--- src/rtl/stopwatch_pkg.sv ---
// Shared types for the lap stopwatch: FSM state encoding and FIFO sizing helper.
package stopwatch_pkg;

    typedef enum logic [1:0] {
        ST_IDLE  = 2'd0,
        ST_RUN   = 2'd1,
        ST_STOP  = 2'd2,
        ST_CLEAR = 2'd3
    } state_t;

    function automatic int unsigned fifo_ptr_w(input int unsigned depth);
        return (depth > 1) ? $clog2(depth) : 1;
    endfunction

endpackage

--- src/rtl/lap_stopwatch_fifo.sv ---
// lap_fifo: synchronous show-ahead FIFO; head is read combinationally from storage.
module lap_fifo
    import stopwatch_pkg::*;
#(
    parameter int unsigned DEPTH = 4,
    parameter int unsigned W     = 8,
    localparam int unsigned AW   = fifo_ptr_w(DEPTH),
    localparam int unsigned CW   = AW + 1
) (
    input  logic          clk,
    input  logic          rst,
    input  logic          flush_i,
    input  logic          push_i,
    input  logic          pop_i,
    input  logic [W-1:0]  data_i,
    output logic [W-1:0]  data_o,
    output logic          full_o,
    output logic          empty_o,
    output logic [CW-1:0] count_o
);

    logic [W-1:0]  mem_q [DEPTH];
    logic [AW-1:0] wr_q, rd_q;
    logic [CW-1:0] cnt_q;
    logic          do_push, do_pop;

    assign empty_o = (cnt_q == '0);
    assign full_o  = (cnt_q == CW'(DEPTH));
    assign do_pop  = pop_i && !empty_o;
    // A push into a full FIFO is accepted only when a pop frees a slot the same cycle.
    assign do_push = push_i && (!full_o || do_pop);
    assign data_o  = mem_q[rd_q];
    assign count_o = cnt_q;

    always_ff @(posedge clk or posedge rst) begin
        if (rst) begin
            for (int unsigned i = 0; i < DEPTH; i++) mem_q[i] <= '0;
            wr_q  <= '0;
            rd_q  <= '0;
            cnt_q <= '0;
        end else if (flush_i) begin
            wr_q  <= '0;
            rd_q  <= '0;
            cnt_q <= '0;
        end else begin
            if (do_push) begin
                mem_q[wr_q] <= data_i;
                wr_q        <= wr_q + AW'(1);
            end
            if (do_pop) rd_q <= rd_q + AW'(1);
            cnt_q <= cnt_q + CW'(do_push) - CW'(do_pop);
        end
    end

endmodule

--- src/rtl/lap_stopwatch.sv ---
// Lap stopwatch: button edge detect, tick prescaler, run/stop FSM and lap FIFO.
// Optional count-down mode is built when STOPWATCH_COUNTDOWN_EN is defined.
module lap_stopwatch
    import stopwatch_pkg::*;
#(
    parameter int unsigned CLK_DIV   = 10,
    parameter int unsigned CNT_W     = 8,
    parameter int unsigned LAP_DEPTH = 4
) (
    input  logic                         clk,
    input  logic                         rst,
    input  logic                         start_stop,
    input  logic                         reset_btn,
    input  logic                         lap_btn,
    input  logic                         lap_rd,
    input  logic                         count_down,
    input  logic [CNT_W-1:0]             preset,
    output logic [CNT_W-1:0]             elapsed,
    output logic                         running,
    output logic [CNT_W-1:0]             lap_data,
    output logic                         lap_valid,
    output logic [$clog2(LAP_DEPTH):0]   lap_count,
    output logic                         lap_overflow,
    output logic                         done
);

    localparam int unsigned PW = $clog2(CLK_DIV);

    logic             start_q, reset_q, lap_q;
    logic             start_edge, reset_edge, lap_edge;
    state_t           state_q, state_d;
    logic [PW-1:0]    presc_q, presc_d;
    logic [CNT_W-1:0] elapsed_q, elapsed_d;
    logic             running_q, ovf_q, ovf_d, done_q, done_d;
    logic             down_mode, tick, zero_hold, last_tick;
    logic             lap_push, lap_full, lap_empty, flush;

    assign start_edge = start_stop & ~start_q;
    assign reset_edge = reset_btn & ~reset_q;
    assign lap_edge   = lap_btn & ~lap_q;

    assign tick      = (state_q == ST_RUN) && (presc_q == PW'(CLK_DIV - 1));
    assign zero_hold = down_mode && (elapsed_q == '0);
    assign last_tick = tick && down_mode && (elapsed_q == CNT_W'(1));
    assign lap_push  = lap_edge && (state_q == ST_RUN || state_q == ST_STOP);
    assign flush     = (state_q == ST_CLEAR);

`ifdef STOPWATCH_COUNTDOWN_EN
    logic down_q;
    always_ff @(posedge clk or posedge rst) begin
        if (rst)                    down_q <= 1'b0;
        else if (state_q == ST_CLEAR) down_q <= count_down;
    end
    assign down_mode = down_q;
`else
    logic unused_cfg;
    assign unused_cfg = ^{count_down, preset};
    assign down_mode  = 1'b0;
`endif

    always_comb begin
        state_d   = state_q;
        presc_d   = presc_q;
        elapsed_d = elapsed_q;
        done_d    = 1'b0;
        ovf_d     = ovf_q;
        if (lap_push && lap_full && !lap_rd) ovf_d = 1'b1;
        unique case (state_q)
            ST_IDLE: begin
                // In down mode with nothing left to count, a start goes straight to STOP.
                if (start_edge)      state_d = zero_hold ? ST_STOP : ST_RUN;
                else if (reset_edge) state_d = ST_CLEAR;
            end
            ST_RUN: begin
                presc_d = tick ? '0 : presc_q + PW'(1);
                if (tick) begin
                    if (!down_mode)     elapsed_d = elapsed_q + CNT_W'(1);
                    else if (!zero_hold) elapsed_d = elapsed_q - CNT_W'(1);
                end
                done_d = last_tick;
                if (start_edge)      state_d = ST_STOP;
                else if (reset_edge) state_d = ST_CLEAR;
                else if (last_tick)  state_d = ST_STOP;
            end
            ST_STOP: begin
                if (start_edge && !zero_hold) state_d = ST_RUN;
                else if (reset_edge)          state_d = ST_CLEAR;
            end
            ST_CLEAR: begin
                state_d = ST_IDLE;
                presc_d = '0;
                ovf_d   = 1'b0;
`ifdef STOPWATCH_COUNTDOWN_EN
                elapsed_d = count_down ? preset : '0;
`else
                elapsed_d = '0;
`endif
            end
        endcase
    end

    always_ff @(posedge clk or posedge rst) begin
        if (rst) begin
            start_q   <= 1'b0;
            reset_q   <= 1'b0;
            lap_q     <= 1'b0;
            state_q   <= ST_IDLE;
            presc_q   <= '0;
            elapsed_q <= '0;
            running_q <= 1'b0;
            ovf_q     <= 1'b0;
            done_q    <= 1'b0;
        end else begin
            start_q   <= start_stop;
            reset_q   <= reset_btn;
            lap_q     <= lap_btn;
            state_q   <= state_d;
            presc_q   <= presc_d;
            elapsed_q <= elapsed_d;
            running_q <= (state_d == ST_RUN);
            ovf_q     <= ovf_d;
            done_q    <= done_d;
        end
    end

    lap_fifo #(
        .DEPTH (LAP_DEPTH),
        .W     (CNT_W)
    ) u_lap_fifo (
        .clk     (clk),
        .rst     (rst),
        .flush_i (flush),
        .push_i  (lap_push),
        .pop_i   (lap_rd),
        .data_i  (elapsed_q),
        .data_o  (lap_data),
        .full_o  (lap_full),
        .empty_o (lap_empty),
        .count_o (lap_count)
    );

    assign elapsed      = elapsed_q;
    assign running      = running_q;
    assign lap_valid    = !lap_empty;
    assign lap_overflow = ovf_q;
    assign done         = done_q;

endmodule

--- config.mk ---
export PLATFORM = sky130hd
export DESIGN_NAME = lap_stopwatch
export DESIGN_NICKNAME = d
export VERILOG_FILES = /design/src/rtl/stopwatch_pkg.sv /design/src/rtl/lap_stopwatch_fifo.sv /design/src/rtl/lap_stopwatch.sv
export SDC_FILE = /design/constraint.sdc
export NUM_CORES = 1
export LEC_CHECK = 0
export ABC_CLOCK_PERIOD_IN_PS = 2600
export CORE_ASPECT_RATIO = 1.2
export CORE_MARGIN = 4
export CORE_UTILIZATION = 55
export CTS_CLUSTER_SIZE = 24
export DETAILED_ROUTE_END_ITERATION = 16
export DONT_BUFFER_PORTS = 1
export PLACE_DENSITY = 0.82
export REMOVE_ABC_BUFFERS = 1
export SYNTH_ARGS = -nofsm -noshare
export SYNTH_HDL_FRONTEND = slang
export SYNTH_SLANG_ARGS = --single-unit
--- constraint.sdc ---
create_clock -name clk -period 2.6 [get_ports clk]
set_input_delay 0.52 -clock clk [delete_from_list [all_inputs] [get_ports clk]]
set_output_delay 0.52 -clock clk [all_outputs]
set_load 0.005 [all_outputs]
==> metrics.txt, run 1 <==
status finished, final reports clean; number of gates resized after cts 0; vertical die dimension 88.2 µm; post-route design area 3220 µm²; Hold Crit Class in2reg; full die area 6600 µm²; Crit path arrival time 2.50 ns; Synth top area share 49.2%; TritonCTS clock tree yes; total vias in the final route roughly 1,800; worst-margin pin slew between 0.7 and 0.8 ns; met3 layer wire length in the routed design 226 µm; mean instance size in the synthesized netlist 12.6 µm²; initial antenna violation count 0; width of the chip 74.8 µm; Reg2Reg Launch Point u_lap_fifo.count_o[1]; number of levels in the clock H-tree 3; worst-case hold path end point start_q; post-layout net count 265; setup repair after global routing missed its margin false; flop-to-flop setup slack 0.34 ns; count of endpoints failing setup in the final report 0; first-pass GRT wire length a little over 9 mm; Initial Utilization 58.4%; uppermost signal routing layer after detailed routing met4; cell family with the largest share of critical-path delay adder cells; Overall Power 0.00281 W; kind of capture point of the worst setup path flop; grt total ovfl 0; Finished Layout Cells 300; count of flip-flops with a built-in enable after synthesis 0; Unique masters post-synth 47; number of buffers inserted for hold repair after clock tree synthesis 0; number of sinks handled by clock tree synthesis 58; drt total wl 5.33 mm; Yosys warning count 0; required time of the critical path 2.84 ns; standby leakage power 1.50 nW; final RePlAce weighted congestion 0.766; number of global-route vias before repair approximately 1,900; largest buffer count on any clock path 2; highest achievable clock rate approximately 0.44 GHz; Post-Syn Instances around 230; worst slack after detailed placement around 0.34 ns; cell chain of the critical path o31a_1, ha_1, inv_1, ha_1, inv_1, fa_1, xor2_1, and2_1, nor3_1; Reg2Reg Depth 9; post-detailed-placement half-perimeter wirelength 3.72 mm; final-layout setup total negative slack 0 ns; class of the most critical setup path reg2reg; cell area after synthesis 2950 µm²; share of the yosys chip area belonging to registers 49.2%; maximum ir drop on the vdd rail 0.452 mV; clock-pin slew reported for the worst setup and hold paths after clock tree synthesis 0.06 ns; overall track demand over capacity in global routing 18.6%; Worst path slowest cell sky130_fd_sc_hd__dfrtp_1; asr flop ratio synth 100%; number of clock buffers inserted by TritonCTS 9; delay of the slowest cell on the worst path 0.50 ns; final period utilization 87.0%; number of antenna-violating nets in the routed design 0; Residual DRC 0; Reg area about 1500 µm²; CP bufs+invs 2; largest net degree at the start of global routing 59; Via-to-Cell Ratio 6.02; Iteration-0 DRC Markers 78; most used flip-flop cell after synthesis sky130_fd_sc_hd__dfrtp_1; launch instance of the worst min-delay path start_stop; number of cells on the worst hold path 0; Slew Viols, Final 0; final-layout fill cell count between 300 and 400; input/output buffers 0; first-pass detailed-route iteration total 6; Yosys reg bits 58; most instantiated cells after synthesis sky130_fd_sc_hd__dfrtp_1, sky130_fd_sc_hd__mux2_2, sky130_fd_sc_hd__nand3_1; # rows 28; ports placed on the boundary 38; leading cell types by total area after synthesis sky130_fd_sc_hd__dfrtp_1, sky130_fd_sc_hd__mux2_2, sky130_fd_sc_hd__mux4_2; sum of routed wire segments on met1 2.30 mm; largest area contributor in the synthesized netlist sky130_fd_sc_hd__dfrtp_1; endpoint of the worst register-to-register path u_lap_fifo.count_o[2]; clock root buffer sky130_fd_sc_hd__clkbuf_8; most instantiated library cell after synthesis sky130_fd_sc_hd__dfrtp_1; Area growth, synth to finish 9.13%; Max Cap Viol 0; # Post-CTS Setup Buffers 0; Fin Clk Skew 0.00417 ns; share of final-layout standard cells stronger than drive strength 1 26.3%; number of antenna cells inserted 0; number of placed instances, taps included between 200 and 300; routed length per placed instance 17.8 µm; clock period minus worst slack about 2.3 ns; area post-placement between 2000 and 3000 µm²; area occupied by multi-input gates 1400 µm²; fin worst setup slack 0.337 ns; Power Density 874 nW/µm²; count of final hold-check violations 0; Slew HR 50.9%; source-to-sink clock delay at the later pin of the worst-skew pair 0.33 ns; sum of met2 wire segment lengths after detailed routing 2.74 mm; Core Region 5040 µm²; Critical Path Start Type flop; highest net fanout along the worst path 9
## cell families (layout without fill, tap and decap cells)
logic type | after synthesis | count (layout) | synth area share [%]
and+or+nand+nor | 66 | 66 | 14.9
xor gates and xnor gates | 4 | 4 | 1.19
muxes | 42 | 42 | 19.0
DFF | 58 | 58 | 49.2
other | 1 | 1 | 0.127
buffers and inverters | 24 | 30 | 3.61
AOI/OAI and AO/OA | 25 | 25 | 5.77
adders and majority gates | 14 | 14 | 6.20
## cells in the final DEF (no fill, tap or decap), types with 2 or more instances in the layout
| cell | Yosys | layout |
|---|---|---|
| sky130_fd_sc_hd__or4_1 | 2 | 2 |
| sky130_fd_sc_hd__mux2_2 | 30 | 30 |
| sky130_fd_sc_hd__nor4b_1 | 3 | 3 |
| sky130_fd_sc_hd__nand3b_1 | 6 | 6 |
| sky130_fd_sc_hd__dfrtp_1 | 58 | 58 |
| sky130_fd_sc_hd__mux2_1 | 2 | 2 |
| sky130_fd_sc_hd__bufinv_16 | 0 | 2 |
| sky130_fd_sc_hd__mux2i_1 | 2 | 2 |
| sky130_fd_sc_hd__o311ai_0 | 2 | 2 |
| sky130_fd_sc_hd__clkbuf_8 | 0 | 11 |
| sky130_fd_sc_hd__and4b_1 | 2 | 2 |
| sky130_fd_sc_hd__nand3_4 | 4 | 4 |
| sky130_fd_sc_hd__nand2_1 | 6 | 6 |
| sky130_fd_sc_hd__nor3_1 | 3 | 3 |
| sky130_fd_sc_hd__o211ai_1 | 2 | 2 |
| sky130_fd_sc_hd__xor2_1 | 3 | 3 |
| sky130_fd_sc_hd__buf_4 | 1 | 5 |
| sky130_fd_sc_hd__nor2b_1 | 3 | 3 |
| sky130_fd_sc_hd__a21oi_1 | 8 | 8 |
| sky130_fd_sc_hd__nor2_1 | 9 | 9 |
| sky130_fd_sc_hd__mux4_2 | 8 | 8 |
| sky130_fd_sc_hd__nand4b_1 | 2 | 2 |
| sky130_fd_sc_hd__inv_1 | 10 | 9 |
| sky130_fd_sc_hd__nand3_1 | 15 | 15 |
| sky130_fd_sc_hd__ha_1 | 13 | 13 |
| sky130_fd_sc_hd__o21ai_0 | 4 | 4 |
| sky130_fd_sc_hd__nand2b_1 | 5 | 5 |
| sky130_fd_sc_hd__clkbuf_1 | 6 | 2 |
## flip-flops by register name, summed over array words and instances (netlist names)
register,count
lap_q,1
u_lap_fifo.wr_q,2
reset_q,1
lap_overflow,1
running,1
start_q,1
elapsed,8
presc_q,4
u_lap_fifo.count_o,3
u_lap_fifo.mem_q,32
u_lap_fifo.rd_q,2
state_q,2
## worst max-delay path by stage
stage                           from                     to  slack [ns]  cells after the start
6_report       u_lap_fifo.count_o[1]  u_lap_fifo.count_o[2]        0.34                      9
5_1_grt        u_lap_fifo.count_o[1]  u_lap_fifo.count_o[2]        0.22                      9
4_1_cts        u_lap_fifo.count_o[1]  u_lap_fifo.count_o[2]        0.34                      9
3_5_place_dp   u_lap_fifo.count_o[1]  u_lap_fifo.count_o[2]        0.34                      9
3_3_place_gp   u_lap_fifo.count_o[1]  u_lap_fifo.count_o[2]        0.39                      9
2_1_floorplan             state_q[0]   u_lap_fifo.mem_q[11]       -0.13                      4
## report_power, final
group          internal (W)  leakage (nW)  total (W)  switching [W]
logic              0.000332         0.608   0.000696       0.000365
registers           0.00101         0.786    0.00121       0.000198
clock network      0.000588         0.110   0.000907       0.000319
total               0.00193          1.50    0.00281       0.000882
## final cells by class
class | instances | area share, %
Clock inverter | 2 | 1.87
Tap cell | 60 | 2.33
Multi-Input combinational cell | 152 | 43.4
Timing Repair Buffer | 5 | 1.17
Inverter | 10 | 1.17
Sequential cell | 58 | 45.1
Clock buffer | 13 | 4.94
## metrics by stage
| step | util [%] | hold slack [ns] |
|---|---|---|
| finish | 63.8 | 0.218 |
| global route | 63.8 | 0.185 |
| CTS | 63.8 | 0.200 |
| detailed placement | 59.4 | 0.490 |
| global placement | 59.4 | 0.469 |
| floorplan | - | 0.459 |
## metal layers
metal | global-route usage, % | vias up
li1 | - | 854
met1 | 22.6 | 917
met2 | 30.7 | 30
met3 | 6.66 | 6
met4 | 5.83 | 0
met5 | 0 | -
Note: power is estimated with default switching activity, not from simulation.
==> run 2, diff against run 1 <==
- ABC_CLOCK_PERIOD_IN_PS: 2600 -> 2800
- clock period: 2.6 -> 2.8 ns (I/O delays scaled with it)
==> run 2 against run 1 <==
  * Non-clock buffer count increased by 1
  * First-iteration DRC count increased by 45%
  * Clock skew increased by 0.0045 ns
  * Hold slack got worse by 0.060 ns
  * Cell count increased by 0.67%
  * Die area unchanged
  * Largest cell class unchanged
  * Register-to-register slack improved by 0.20 ns
  * Setup slack improved by 0.20 ns
  * Critical path depth unchanged
==> metrics.txt, run 2 (same netlist as run 1, synthesis figures left out) <==
endpoint of the worst register-to-register path u_lap_fifo.count_o[2] (unchanged); full die area 6600 µm² (unchanged); grt total ovfl 0 (unchanged); critical path startpoint u_lap_fifo.count_o[1] (unchanged); largest net degree at the start of global routing 28 (was 59); final period utilization 80.9% (was 87.0%); maximum ir drop on the vdd rail 0.432 mV (was 0.452 mV); largest buffer count on any clock path 2 (unchanged); most frequent cells in the layout sky130_fd_sc_hd__dfrtp_1, sky130_fd_sc_hd__mux2_2, sky130_fd_sc_hd__nand3_1 (unchanged); standby leakage power 1.50 nW (about the same); largest register by flop count u_lap_fifo.mem_q (unchanged); # rows 28 (unchanged); count of final hold-check violations 0 (unchanged); initial antenna violation count 0 (unchanged); number of buffers inserted for hold repair after clock tree synthesis 0 (unchanged); kind of capture point of the worst setup path flop (unchanged); Fin Clk Skew 0.00866 ns (was 0.00417 ns); Via-to-Cell Ratio 6.01 (was 6.02); clock period minus worst slack 2.26 ns (about the same); clock-pin slew reported for the worst setup and hold paths after clock tree synthesis 0.07 ns (was 0.06 ns); input/output buffers 0 (unchanged); width of the chip 74.8 µm (unchanged); source-to-sink clock delay at the later pin of the worst-skew pair 0.33 ns (about the same); highest achievable clock rate 0.442 GHz (about the same); Hold Crit Class in2async (was in2reg); highest net fanout along the worst path 9 (unchanged); Critical Path Start Type flop (unchanged); TritonCTS clock tree yes (unchanged); ports placed on the boundary 38 (unchanged); Max Cap Viol 0 (unchanged); Slew Viols, Final 0 (unchanged); share of final-layout standard cells stronger than drive strength 1 27.7% (was 26.3%); overall track demand over capacity in global routing 18.4% (was 18.6%); count of endpoints failing setup in the final report 0 (unchanged); class of the most critical setup path reg2reg (unchanged); Core Region 5040 µm² (unchanged); Area growth, synth to finish 8.87% (was 9.13%); Crit path arrival time 2.51 ns (was 2.50 ns); first-pass detailed-route iteration total 4 (was 6); minimum hold slack 0.159 ns (was 0.218 ns); final-layout setup total negative slack 0 ns (unchanged); final RePlAce weighted congestion 0.799 (was 0.766); number of clock buffers inserted by TritonCTS 9 (unchanged); Reg2Reg Launch Point u_lap_fifo.count_o[1] (unchanged); Power Density 790 nW/µm² (was 874 nW/µm²); flop-to-flop setup slack 0.54 ns (was 0.34 ns); clock root buffer sky130_fd_sc_hd__clkbuf_8 (unchanged); routed length per placed instance 17.5 µm (was 17.8 µm); number of sinks handled by clock tree synthesis 58 (unchanged); worst slack after detailed placement 0.557 ns (was 0.335 ns); total vias in the final route 1,816 (was 1,807); fin worst setup slack 0.536 ns (was 0.337 ns); number of antenna-violating nets in the routed design 0 (unchanged); most common library cell in the layout ignoring fill and taps sky130_fd_sc_hd__dfrtp_1 (unchanged); first-pass GRT wire length 9.04 mm (was 9.10 mm); post-layout net count 266 (was 265); number of gates resized after cts 0 (unchanged); worst-margin pin slew 0.595 ns (was 0.726 ns); Residual DRC 0 (unchanged); Largest register FFs 32 (unchanged); status finished, final reports clean (unchanged); vertical die dimension 88.2 µm (unchanged); Reg2Reg Depth 9 (unchanged); Initial Utilization 58.4% (unchanged); number of global-route vias before repair 1,880 (was 1,885); drt total wl 5.27 mm (was 5.33 mm); post-detailed-placement half-perimeter wirelength 3.58 mm (was 3.72 mm); # Post-CTS Setup Buffers 0 (unchanged); setup repair after global routing missed its margin false (unchanged); number of antenna cells inserted 0 (unchanged); number of levels in the clock H-tree 3 (unchanged); Iteration-0 DRC Markers 113 (was 78); Finished Core Util 63.6% (was 63.8%); required time of the critical path 3.05 ns (was 2.84 ns); Slew HR 59.8% (was 50.9%)
[run 2: per-stage QoR]
stage	cell area (µm²)	power, W	cells
2_1_floorplan	2880	0.00160	220
3_3_place_gp	3010	0.00176	286
3_5_place_dp	3010	0.00178	286
4_1_cts	3210	0.00256	302
5_1_grt	3210	0.00270	302
6_report	3210	0.00254	302
[run 2: power breakdown]
part	leakage, nW	switching, W	total, W	internal, W
Combinational	0.613	0.000333	0.000640	0.000306
Sequential	0.786	0.000180	0.00112	0.000938
Clock	0.105	0.000324	0.000778	0.000454
[run 2: final cells by class]
type / instances / area [µm²]
fillers: 375 / 1840
flip-flops and latches: 58 / 1450
multi-input cells: 152 / 1400
clock buffers: 11 / 151
well taps: 60 / 75.1
clock inverters: 5 / 52.6
repair buffers: 6 / 45.0
inverters: 10 / 37.5
[run 2: worst max-delay path: stages (launching register included)]
cell	delay [ns]
sky130_fd_sc_hd__dfrtp_1	0.48
sky130_fd_sc_hd__o31a_1	0.36
sky130_fd_sc_hd__ha_1	0.27
sky130_fd_sc_hd__inv_1	0.05
sky130_fd_sc_hd__ha_1	0.13
sky130_fd_sc_hd__inv_1	0.05
sky130_fd_sc_hd__fa_1	0.37
sky130_fd_sc_hd__xor2_1	0.16
sky130_fd_sc_hd__and2_1	0.16
sky130_fd_sc_hd__nor3_1	0.14
[run 2: metal layers]
layer  routed length, µm  track usage (%)  vias to the layer above
li1                    -                -                      854
met1                2290             21.8                      927
met2                2720             30.1                       29
met3                 223             7.46                        6
met4                  41             5.99                        0
met5                   0                0                        -
[run 2: how the worst max path moves through the flow]
stage	endpoint	slack [ns]	depth (start not counted)
2_1_floorplan	u_lap_fifo.mem_q[11]	0.07	4
3_3_place_gp	u_lap_fifo.count_o[2]	0.60	9
3_5_place_dp	u_lap_fifo.count_o[2]	0.56	9
4_1_cts	u_lap_fifo.count_o[2]	0.54	9
5_1_grt	u_lap_fifo.count_o[2]	0.42	9
6_report	u_lap_fifo.count_o[2]	0.54	9
